`src/rtl/arb_pkg.sv`:
```
// Shared arbiter helpers: width-generic vector functions for one-hot pointers and grants.
// Vectors are carried in an ARB_MAXW-bit container; callers pass the live width.
package arb_pkg;

  localparam int unsigned ARB_MAXW = 32;

  typedef logic [ARB_MAXW-1:0] arb_vec_t;

  // All-ones over the low w bits.
  function automatic arb_vec_t width_mask(input int unsigned w);
    if (w >= ARB_MAXW) return '1;
    return (arb_vec_t'(1) << w) - arb_vec_t'(1);
  endfunction

  function automatic arb_vec_t rotl1(input arb_vec_t v, input int unsigned w);
    arb_vec_t vm;
    vm = v & width_mask(w);
    return ((vm << 1) | (vm >> (w - 1))) & width_mask(w);
  endfunction

  // For a one-hot ptr: ptr's position and every position above it.
  function automatic arb_vec_t mask_left_inclusive(input arb_vec_t ptr, input int unsigned w);
    return ~(ptr - arb_vec_t'(1)) & width_mask(w);
  endfunction

  // Isolates the lowest set bit (one-hot result, 0 if none).
  function automatic arb_vec_t ffs(input arb_vec_t v, input int unsigned w);
    arb_vec_t vm;
    vm = v & width_mask(w);
    return vm & (~vm + arb_vec_t'(1));
  endfunction

  function automatic arb_vec_t onehot2bin(input arb_vec_t v, input int unsigned w);
    arb_vec_t r;
    r = '0;
    for (int unsigned i = 0; i < ARB_MAXW; i++) begin
      if (i < w && v[i]) r = r | arb_vec_t'(i);
    end
    return r;
  endfunction

endpackage

```
`src/rtl/rr_pick.sv`:
```
// Round-robin pick: first requestor at or above the one-hot pointer, wrapping to the lowest.
module rr_pick
  import arb_pkg::*;
#(
  parameter int unsigned N = 8
) (
  input  logic [N-1:0] req,
  input  logic [N-1:0] ptr,
  output logic [N-1:0] win
);

  arb_vec_t req_w;
  arb_vec_t masked;

  assign req_w  = arb_vec_t'(req);
  assign masked = req_w & mask_left_inclusive(arb_vec_t'(ptr), N);
  assign win    = (masked != '0) ? N'(ffs(masked, N)) : N'(ffs(req_w, N));

endmodule

```
`src/rtl/wrr_arb.sv`:
```
// Weighted round-robin arbiter: per-requestor burst credits, grant held until acked.
module wrr_arb
  import arb_pkg::*;
#(
  parameter int unsigned N  = 8,
  parameter int unsigned WW = 4
) (
  input  logic                   clk,
  input  logic                   rst,
  input  logic [N-1:0]           req,
  input  logic [N*WW-1:0]        weight,
  input  logic                   ack,
  output logic [N-1:0]           gnt,
  output logic [$clog2(N)-1:0]   gnt_id,
  output logic                   locked
);

  localparam int unsigned IW = $clog2(N);

  if (N < 2 || N > ARB_MAXW) begin : g_n_check
    $error("wrr_arb: N must be in 2..ARB_MAXW");
  end

  logic [N-1:0]  ptr_q, ptr_d;
  logic [WW-1:0] cred_q, cred_d;
  logic          lock_q, lock_d;
  logic [N-1:0]  lgnt_q, lgnt_d;

  logic [N-1:0]  win;
  logic [WW-1:0] w_sel;
  logic [WW-1:0] eff_w;
  logic          gnt_any;

  rr_pick #(.N(N)) u_pick (
    .req (req),
    .ptr (ptr_q),
    .win (win)
  );

  assign gnt     = lock_q ? lgnt_q : win;
  assign gnt_any = (gnt != '0);
  assign gnt_id  = IW'(onehot2bin(arb_vec_t'(gnt), N));
  assign locked  = lock_q;

  // Weight of the current grantee; zero is treated as a single grant.
  always_comb begin
    w_sel = '0;
    for (int unsigned i = 0; i < N; i++) begin
      if (gnt[i]) w_sel = weight[i*WW +: WW];
    end
    eff_w = (w_sel == '0) ? WW'(1) : w_sel;
  end

  always_comb begin
    ptr_d  = ptr_q;
    cred_d = cred_q;
    lock_d = lock_q;
    lgnt_d = lgnt_q;

    if (gnt_any && !ack) begin
      lock_d = 1'b1;
      lgnt_d = gnt;
    end
    if (ack) lock_d = 1'b0;

    // Pointer owner continues its burst while credit remains; anyone else reloads.
    if (ack && gnt_any) begin
      if (gnt == ptr_q && cred_q != '0) begin
        cred_d = cred_q - WW'(1);
        if (cred_q == WW'(1)) ptr_d = N'(rotl1(arb_vec_t'(gnt), N));
      end else begin
        cred_d = eff_w - WW'(1);
        ptr_d  = (eff_w == WW'(1)) ? N'(rotl1(arb_vec_t'(gnt), N)) : gnt;
      end
    end
  end

  always_ff @(posedge clk) begin
    if (rst) begin
      ptr_q  <= N'(1);
      cred_q <= '0;
      lock_q <= 1'b0;
      lgnt_q <= '0;
    end else begin
      ptr_q  <= ptr_d;
      cred_q <= cred_d;
      lock_q <= lock_d;
      lgnt_q <= lgnt_d;
    end
  end

  a_gnt_onehot0: assert property (@(posedge clk) disable iff (rst) $onehot0(gnt));
  a_gnt_iff_req: assert property (@(posedge clk) disable iff (rst)
                                  !lock_q |-> ((gnt == '0) == (req == '0)));
  a_lock_req_held: assert property (@(posedge clk) disable iff (rst)
                                    lock_q |-> ((req & lgnt_q) != '0));
  a_ptr_onehot: assert property (@(posedge clk) disable iff (rst) $onehot(ptr_q));

endmodule
```
`config.mk`:
```
export PLATFORM = sky130hd
export DESIGN_NAME = wrr_arb
export DESIGN_NICKNAME = d
export VERILOG_FILES = /design/src/rtl/arb_pkg.sv /design/src/rtl/rr_pick.sv /design/src/rtl/wrr_arb.sv
export SDC_FILE = /design/constraint.sdc
export NUM_CORES = 1
export LEC_CHECK = 0
export ABC_AREA = 1
export CAP_MARGIN = 30
export CORE_MARGIN = 2
export CORE_UTILIZATION = 50
export DETAILED_ROUTE_END_ITERATION = 10
export PLACE_DENSITY = 0.9
export SYNTH_ARGS = -nofsm -noshare
export SYNTH_HDL_FRONTEND = slang
export SYNTH_HIERARCHICAL = 1
export SYNTH_SLANG_ARGS = --single-unit
```
`constraint.sdc`:
```
create_clock -name clk -period 4.1 [get_ports clk]
set_input_delay 0.82 -clock clk [delete_from_list [all_inputs] [get_ports clk]]
set_output_delay 0.82 -clock clk [all_outputs]
set_load 0.02 [all_outputs]
```
After elaboration in Yosys (flattened, before gate mapping)
Cells that the tools add are included.

Add/sub/neg operators: 5. Equal/unequal tests: 4. Muxes and demuxes: 22. Bitwise operators: 7. Reductions and logical operators: 10.

Operators by type and width (number): 4-bit two-way mux (10); 8-bit two-way mux (5); 32-bit nonzero test (1); 8-bit bitwise AND (3); 8-bit inverter (3); 8-bit by 1-bit adder with 8-bit output, second input constant (2); 3-bit two-way mux (4); 4-bit by 1-bit == test with 1-bit output, second input constant (2); 8-bit == test (1); 8-bit by 1-bit bitwise OR with 8-bit output (1); 8-bit nonzero test (1); 4-bit by 1-bit subtractor with 4-bit output, second input constant (2); 8-bit by 1-bit subtractor with 8-bit output, second input constant (1); 4-bit logical NOT (1); 2-bit two-way mux (2); 4-bit nonzero test (1); 1-bit logical AND (3); 2-bit by 1-bit inequality test with 1-bit output, second input constant (1); 2-bit AND reduction (1); 2-bit OR reduction (1); 1-bit logical NOT (1); 1-bit two-way mux (1).

Register bits: 21. Input port bits: 43. Output and inout bits: 12. Word-level logic and storage cells: 52.

Logic depth before layout (Yosys ltp)
Gate-level depths: netlist of run 1.

Depth after elaboration: 21. Depth in mapped cells: 31. Gate-level depth less buffers: 31.

Hierarchy
Netlist of run 1, hierarchy kept.

By module, submodules not included: wrr_arb (instances 1, cells each 272, area an instance 1687.9 um^2, seq. area each 420.4 um^2); rr_pick (instances 1, cells each 88, area an instance 450.4 um^2, seq. area each 0.0 um^2).

Worst setup path before layout of run 1
Ideal clock, no wire load.

Path type: input -> register. From: input port req[0]. To: register ptr_q[2]. Setup time: 117 ps. Arrival time: 3267 ps. Required time: 3983 ps. Slack: 716 ps. Stages on the path: 29. Buffers on the path: 1. Path through: nand2_1 > nand2_1 > inv_1 > nand2_1 > clkinv_1 > nand3_4 > nor2_8 > nand3_1 > nand2_1 > nand2_1 > nand2_1 > inv_1 > nor2_1 > nand2_1 > nand2_1 > nand2_1 > nand2_1 > nand2_1 > nand2_1 > a22oi_1 > nand3_1 > nand2_1 > ha_1 > nand3_2 > buf_6 > nand3_1 > nand2_1 > nor2_1 > nor2_1.

Word-level cells in the longest chain between the ends: 19. Elaborated cells between the ends (all ways): 31. Those cells by class: add/sub (2); eq/ne (3); mux (14); bitwise (6); reduce/logical (6).

RTL lines: start: declaration (line wrr_arb.sv:10) `input logic [N-1:0] req,`; 8-bit bitwise AND (line rr_pick.sv:16) `assign masked = req_w & mask_left_inclusive(arb_vec_t'(ptr), N);`; 8-bit inverter (line arb_pkg.sv:30) `return vm & (~vm + arb_vec_t'(1));`; 8-bit by 1-bit adder with 8-bit output (line arb_pkg.sv:30); 8-bit bitwise AND (line arb_pkg.sv:30); 8-bit two-way mux (*) (line rr_pick.sv:17) `assign win = (masked != '0) ? N'(ffs(masked, N)) : N'(ffs(req_w, N));`; net win[0] (line wrr_arb.sv:29) `logic [N-1:0] win;`; 8-bit two-way mux (*) (line wrr_arb.sv:40) `assign gnt = lock_q ? lgnt_q : win;`; net gnt[0] (line wrr_arb.sv:13) `output logic [N-1:0] gnt,`; 4-bit two-way mux (8 in series) (line wrr_arb.sv:49) `if (gnt[i]) w_sel = weight[i*WW +: WW];`; 4-bit logical NOT (line wrr_arb.sv:51) `eff_w = (w_sel == '0) ? WW'(1) : w_sel;`; 4-bit two-way mux (line wrr_arb.sv:51); 4-bit by 1-bit == test with 1-bit output (line wrr_arb.sv:73) `ptr_d = (eff_w == WW'(1)) ? N'(rotl1(arb_vec_t'(gnt), N)) : gnt;`; 8-bit two-way mux (line wrr_arb.sv:73); 8-bit two-way mux (line wrr_arb.sv:68) `if (gnt == ptr_q && cred_q != '0) begin`; end signal: assignment (line wrr_arb.sv:85) `ptr_q <= ptr_d;`; end: declaration (line wrr_arb.sv:24) `logic [N-1:0] ptr_q, ptr_d;`.

Mark *: on every way through the listed nets, which the timed path passes. The rest lies on a longest branch. The select of a mux whose other input is x is not followed. A chain may end at the register's enable or synchronous reset.

Worst setup path after layout of run 1
From: input port req[0]. To: output port gnt[5].

Word-level cells in the longest chain between the ends: 6. Elaborated cells between the ends (all ways): 10. Those cells by class: add/sub (2); mux (2); bitwise (5); reduce/logical (1).

RTL lines (line): 8-bit bitwise AND (rr_pick.sv:16); 8-bit inverter (arb_pkg.sv:30); 8-bit by 1-bit adder with 8-bit output (arb_pkg.sv:30); 8-bit bitwise AND (arb_pkg.sv:30); 8-bit two-way mux (*) (rr_pick.sv:17); net win[5] (wrr_arb.sv:29); 8-bit two-way mux (*) (wrr_arb.sv:40); end: declaration (wrr_arb.sv:13).

Mark *: on every way through the listed nets, which the timed path passes. The rest lies on a longest branch.

==> results.toml, run 1 <==
[drt]
vias = 2663
drt_iter0_drc = 145
dr.pass1.iters = 5
wl_per_cell_um = 13.6
drcViolationCount = 0
drt-vias-per-instance = 5.43
postRouteAntennaNets = 0
drt_wl_total_um = 6670

[synth]
synth_cell_types = 42
ys_ff_latch = 21
netlist.area_leader.share_pct = 19.7
synth-edff-count = 0
yosysTopAreaCell = "dfxtp_1"
syn_nets = 409
avgSynthCellArea_um2 = 5.94
synth_warnings = 6
synth_area_mm2 = 0.00214
synthCells = 360
async_reset_ff_share_pct = 0
synth_common_cells = "nand2_1 (95), nor2_1 (42), inv_1 (37), nand3_1 (34), a21oi_1 (27)"
synth.most_common_cell = "nand2_1"
synth_ff_type = "dfxtp_1"
synth_area_leaders = "dfxtp_1 (20%), nand2_1 (17%), nand3_1 (8.0%)"
seq_area_frac_synth_pct = 19.7

[layout]
num-fill-cells = 318
seq_area_um2 = 420
design_area_mm2 = 0.00297
diodes = 0
syn2layout_area_growth_pct = 38.9
drive_gt1_share_pct = 16.6
nNetsFinal = 490
multiInputGateArea_mm2 = 0.00149

[sta]
worst_clock_skew_ns = 0.00677
maxSlewViolCount = 0
hold_violations = 0
post-route-period-util_pct = 96.7
setup_viol_count_final = 0
worstMarginPinSlew_ns = 0.849
setup-tns-final_ns = 0
finalCriticalPeriod_ns = 3.96
relSlewSlack_pct = 43.2
fmax_ghz = 0.252
rsz0062_at_grt = "false"

[grt]
grt_use_met3_pct = 3.92
grt_first_pass_wirelength_um = 11100
grtUsageMet1_pct = 32.0
use_met2_pct = 49.6
grt_busiest_layer = "met2"
grtUsageTotal_pct = 27.5
grt_max_degree = 17
grt_pass1_vias = 2593
antenna_found_initial = 0
grt_overflow = 0

[setup_path]
startpoint_type = "primary input"
critPathCaptureType = "output pin"
crit_type = "in -> out"
cp.buffers_inverters = 6
cp.required_ns = 3.28
crit_path_max_fanout = 8
crit_top_cell = "nand2_1"
cpPeakStageDelay_ns = 0.53
slowest_stage = "clkdlybuf4s50_1"
reg2reg_from = "ptr_q[0]"
path_cells = "clkdlybuf4s50_1 > nand2_1 > nand2_1 > inv_1 > nand2_1 > clkinv_1 > nand3_4 > nor2_8 > nand3_1 > nand2_1 > o21ai_4 > inv_4 > buf_4 > clkdlybuf4s50_1"
crit_arrival_ns = 3.14
critPathTopFamily = "buffers and inverters"
crit_start = "req[0]"

[worst_hold_path]
hold_class = "reg -> reg"
worstHoldStart = "lgnt_q[0]"

[floorplanning]
initial_utilization_pct = 52.7
std_cell_rows = 23
die_width_um = 69.4
dieArea_mm2 = 0.00482
core_area_mm2 = 0.00406
die_h_um = 69.4
pin_count = 55

[placed_design]
postPlaceCellArea_mm2 = 0.00289
globalplace.congestion = 0.943
port_buffers = 54
post-dp-hpwl_um = 5260

[cts]
h-tree-depth = 1
cts_tree = "built"
numCtsBuffers = 3
clock_sinks = 21
root_buffer = "clkbuf_8"
clk_path_buf_depth = 2
clkLatencyLatePin_ns = 0.26
cts.clk_slew.worst_paths_ns = 0.07
cts_hold_buf = 0

[power]
power_density_mw_per_mm2 = 751
leakagePower_nw = 1.47
ir_worst_vdd_mv = 0.441
power.total_mw = 2.23

[run_status]
status = "finished, final reports clean"

[run]
drv_cap = 0
[sequential cells by signal, summed over array words and instances (netlist names)]
name	flops
ptr_q	8
lgnt_q	8
cred_q	4
locked	1
[cell families (layout without fill, tap and decap cells)]
logic type,count (synthesis),in the layout,share of synthesized area (%)
buffers and inverters,54,134,10.9
and+or+nand+nor,210,210,46.0
DFF,21,21,19.7
AOI/OAI and AO/OA,65,65,18.3
adders and majority gates,6,6,3.51
xor gates and xnor gates,4,4,1.64
[power breakdown]
group	switching [mW]	internal (mW)	total [mW]
Combinational	0.996	0.715	1.71
Sequential	0.0952	0.288	0.383
Clock	0.0703	0.0678	0.138
Total	1.16	1.07	2.23
[final timing paths]
kind	endpoint	slack, ns	cells after the start
max	gnt[5]	0.14	14
min	lgnt_q[0]	0.51	2
max reg2reg	ptr_q[0]	0.44	26
min reg2reg	lgnt_q[0]	0.51	2
[cells in the final DEF, fill, tap and decap left out, drive strengths merged, types with 6 or more instances in the layout]
cell           count
inv               45
clkdlybuf4s50     50
a21oi             35
dfxtp             21
buf               29
ha                 6
nand2            102
o21ai             22
nand3             40
nor2              46
nand4              7
[per-stage QoR]
stage               worst slack [ns]  utilization [%]  cells  hold slack [ns]
detailed placement            0.0852             71.3    484            0.501
finish                         0.137             73.2    490            0.505
global route                 0.00525             73.2    490            0.573
CTS                           0.0946             72.4    488            0.511
global placement               0.121             71.3    484            0.485
floorplan                      0.716                -    360            0.469
[worst reg2reg max path: stages, from the launching register on]
cell	delay, ns
dfxtp_1	0.42
inv_1	0.11
ha_1	0.34
nand2_1	0.08
nand2_1	0.05
inv_1	0.07
nand2_1	0.07
clkinv_1	0.09
nand3_4	0.11
nor2_8	0.16
nand3_1	0.08
nand2_1	0.06
nand2_1	0.06
nand2_2	0.18
nor2_1	0.10
nand2_1	0.07
nand2_1	0.05
a21oi_1	0.13
o21ai_0	0.10
a21boi_0	0.31
nand2_1	0.13
ha_1	0.22
nand3_2	0.15
buf_4	0.14
nand3_1	0.07
nand3_1	0.12
nand3_1	0.07
[cell type report]
cell class	instances	share of cell area [%]
clock buffers	3	1.39
clock inverters	1	0.168
inverters	47	6.11
multi-input cells	285	50.2
flip-flops and latches	21	14.2
well taps	50	2.11
repair buffers	83	25.9
[per-layer routing]
metal,vias up,wire length (um)
li1,1336,-
met1,1168,2730
met2,140,3220
met3,19,518
met4,0,200
met5,-,0
[what timing repair did]
| action | CTS | global route |
|---|---|---|
| setup endpoints to repair | 0 | 6 |
| gates resized for setup | 0 | 6 |
| buffers inserted | 0 | 2 |
Power figures use the tool's default switching activity.
==> inputs of run 2 (changes only) <==
--- a/config.mk
+++ b/config.mk
@@ -10,7 +10,7 @@
 export CORE_MARGIN = 2
 export CORE_UTILIZATION = 50
 export DETAILED_ROUTE_END_ITERATION = 10
-export PLACE_DENSITY = 0.9
+export PLACE_DENSITY = 0.82
 export SYNTH_ARGS = -nofsm -noshare
 export SYNTH_HDL_FRONTEND = slang
 export SYNTH_HIERARCHICAL = 1
==> run 2 against run 1 <==
Compared with the run above: via count rose by 2.8%; clock-buffer cell count grew 1; critical path type unchanged; sequential share of layout area decreased by 0.24 points; combinational power rose by 3%; final cell count is 1.0% higher; register-to-register slack got worse by 0.06 ns; flip-flop and latch count did not move; setup slack better by 0.12 ns; core utilization up 1.3 points; critical endpoint is now gnt[3]; sequential power rose by 1%; first-iteration DRC count is 100% higher.
==> results.toml, run 2 (same netlist as run 1, synthesis figures left out) <==
[sta]
setup_viol_count_final = 0
finalCriticalPeriod_ns = 3.84
holdWs_ns = 0.498
rsz0062_at_grt = "false"
hold_violations = 0
worstMarginPinSlew_ns = 0.938
fmax_ghz = 0.260
setup-tns-final_ns = 0
worst_clock_skew_ns = 0.00110
relSlewSlack_pct = 37.2
maxSlewViolCount = 0
post-route-period-util_pct = 93.8

[power]
power.total_mw = 2.29
p_sw_share_pct = 51.4
pwr-share-seq_pct = 16.9
p_int_mw = 1.11
ir_worst_vdd_mv = 0.477
p_switching_mw = 1.18
pwr-share-comb_pct = 77.0
power_density_mw_per_mm2 = 757
leakagePower_nw = 1.52
clkPwrFrac_pct = 6.1

[drt]
drcViolationCount = 0
postRouteAntennaNets = 0
drt_wl_total_um = 6760
drt-vias-per-instance = 5.53
dr.pass1.iters = 5
drt_iter0_drc = 294
wl_per_cell_um = 13.6
vias = 2737

[layout]
syn2layout_area_growth_pct = 41.3
design_area_mm2 = 0.00302
nNetsFinal = 495
num-fill-cells = 339
final_common_cell = "nand2_1"
layout_common_cells = "nand2_1 (95), clkdlybuf4s50_1 (49), nor2_1 (41), inv_1 (37), nand3_1 (34)"
drive_gt1_share_pct = 17.5
largest_registers = "lgnt_q (8), ptr_q (8), cred_q (4)"
diodes = 0

[setup_path]
crit_path_max_fanout = 7
rrSetupSlack_ns = 0.38
reg2reg_from = "ptr_q[0]"
critPathCaptureType = "output pin"
crit_start = "req[0]"
startpoint_type = "primary input"
crit_type = "in -> out"
cpPeakStageDelay_ns = 0.59
slowest_stage = "clkdlybuf4s50_1"
cp.required_ns = 3.28
path_cells = "clkdlybuf4s50_1 > nand2_1 > nand2_1 > inv_1 > nand2_1 > clkinv_1 > nand3_4 > nor2_8 > nand3_1 > nand2_1 > nand2_1 > nand2_1 > buf_4 > clkdlybuf4s50_1"
crit_top_cell = "nand2_1"
cp-endpoint = "gnt[3]"
crit_arrival_ns = 3.02
r2r_end = "ptr_q[6]"
worst-r2r-cell-count = 30

[cts]
clk_path_buf_depth = 2
cts.clk_slew.worst_paths_ns = 0.08
cts_tree = "built"
root_buffer = "clkbuf_8"
h-tree-depth = 1
clock_sinks = 21
clkLatencyLatePin_ns = 0.26
numCtsBuffers = 3

[floorplanning]
std_cell_rows = 23
dieArea_mm2 = 0.00482
core_area_mm2 = 0.00406
initial_utilization_pct = 52.7
pin_count = 55
die_width_um = 69.4
die_h_um = 69.4

[worst_hold_path]
worstHoldStart = "lgnt_q[0]"
hold_class = "reg -> reg"
whs_path_depth = 2

[grt]
antenna_found_initial = 0
use_met2_pct = 48.8
grt_pass1_vias = 2551
grt_busiest_layer = "met2"
grt_use_met3_pct = 3.20
grtUsageMet1_pct = 33.8
grt_max_degree = 17
grt_first_pass_wirelength_um = 11100
grt_overflow = 0
grtUsageTotal_pct = 27.8

[run]
drv_cap = 0

[run_status]
status = "finished, final reports clean"

[placed_design]
post-dp-hpwl_um = 5320
postPlaceCellArea_mm2 = 0.00296
globalplace.congestion = 0.949
port_buffers = 54
run 2: final cells by class:
| class | count | area, um2 | area share, % |
|---|---|---|---|
| sequential | 21 | 420 | 13.9 |
| tap | 50 | 62.6 | 2.07 |
| timing repair buffer | 88 | 821 | 27.2 |
| clock buffer | 4 | 45.0 | 1.49 |
| inverter | 47 | 181 | 6.00 |
| multi-input combinational | 285 | 1490 | 49.4 |
run 2: power by group through the flow:
stage / clock network, mW / registers, mW / logic [mW]
after floorplan: 0 / 0.354 / 1.13
after global placement: 0 / 0.385 / 1.70
after detailed placement: 0 / 0.388 / 1.73
after CTS: 0.140 / 0.384 / 1.75
after global routing: 0.147 / 0.398 / 1.93
final: 0.140 / 0.387 / 1.76
run 2: how the worst min path moves through the flow:
stage                            to  slack (ns)
after floorplan           lgnt_q[0]        0.47
after detailed placement  lgnt_q[0]        0.49
final                     lgnt_q[0]        0.50
after CTS                 lgnt_q[0]        0.50
after global routing      lgnt_q[0]        0.54
after global placement    lgnt_q[0]        0.48
run 2: worst max-delay path, delay by kind of cell:
kind | cells | cell delay (ns)
buf+inv | 5 | 1.33
simple gates | 9 | 0.87
run 2: stage by stage:
step / util [%] / cells / setup slack, ns
detailed placement: 72.9 / 491 / 0.0494
CTS: 74.0 / 495 / 0.0621
global placement: 72.9 / 491 / 0.127
global route: 74.5 / 495 / 0.0158
floorplan: - / 360 / 0.716
finish: 74.5 / 495 / 0.256
run 2: per-layer routing:
metal | share of wire (%) | vias up
met1 | 39 | 1217
met5 | 0 | -
met2 | 49 | 161
met4 | 2.9 | 0
li1 | - | 1338
met3 | 9.6 | 21
run 2: what timing repair did:
item	CTS	global route
buffers inserted	0	0
endpoints found under the setup margin	0	5
hold buffers	0	0
resized for setup	0	7
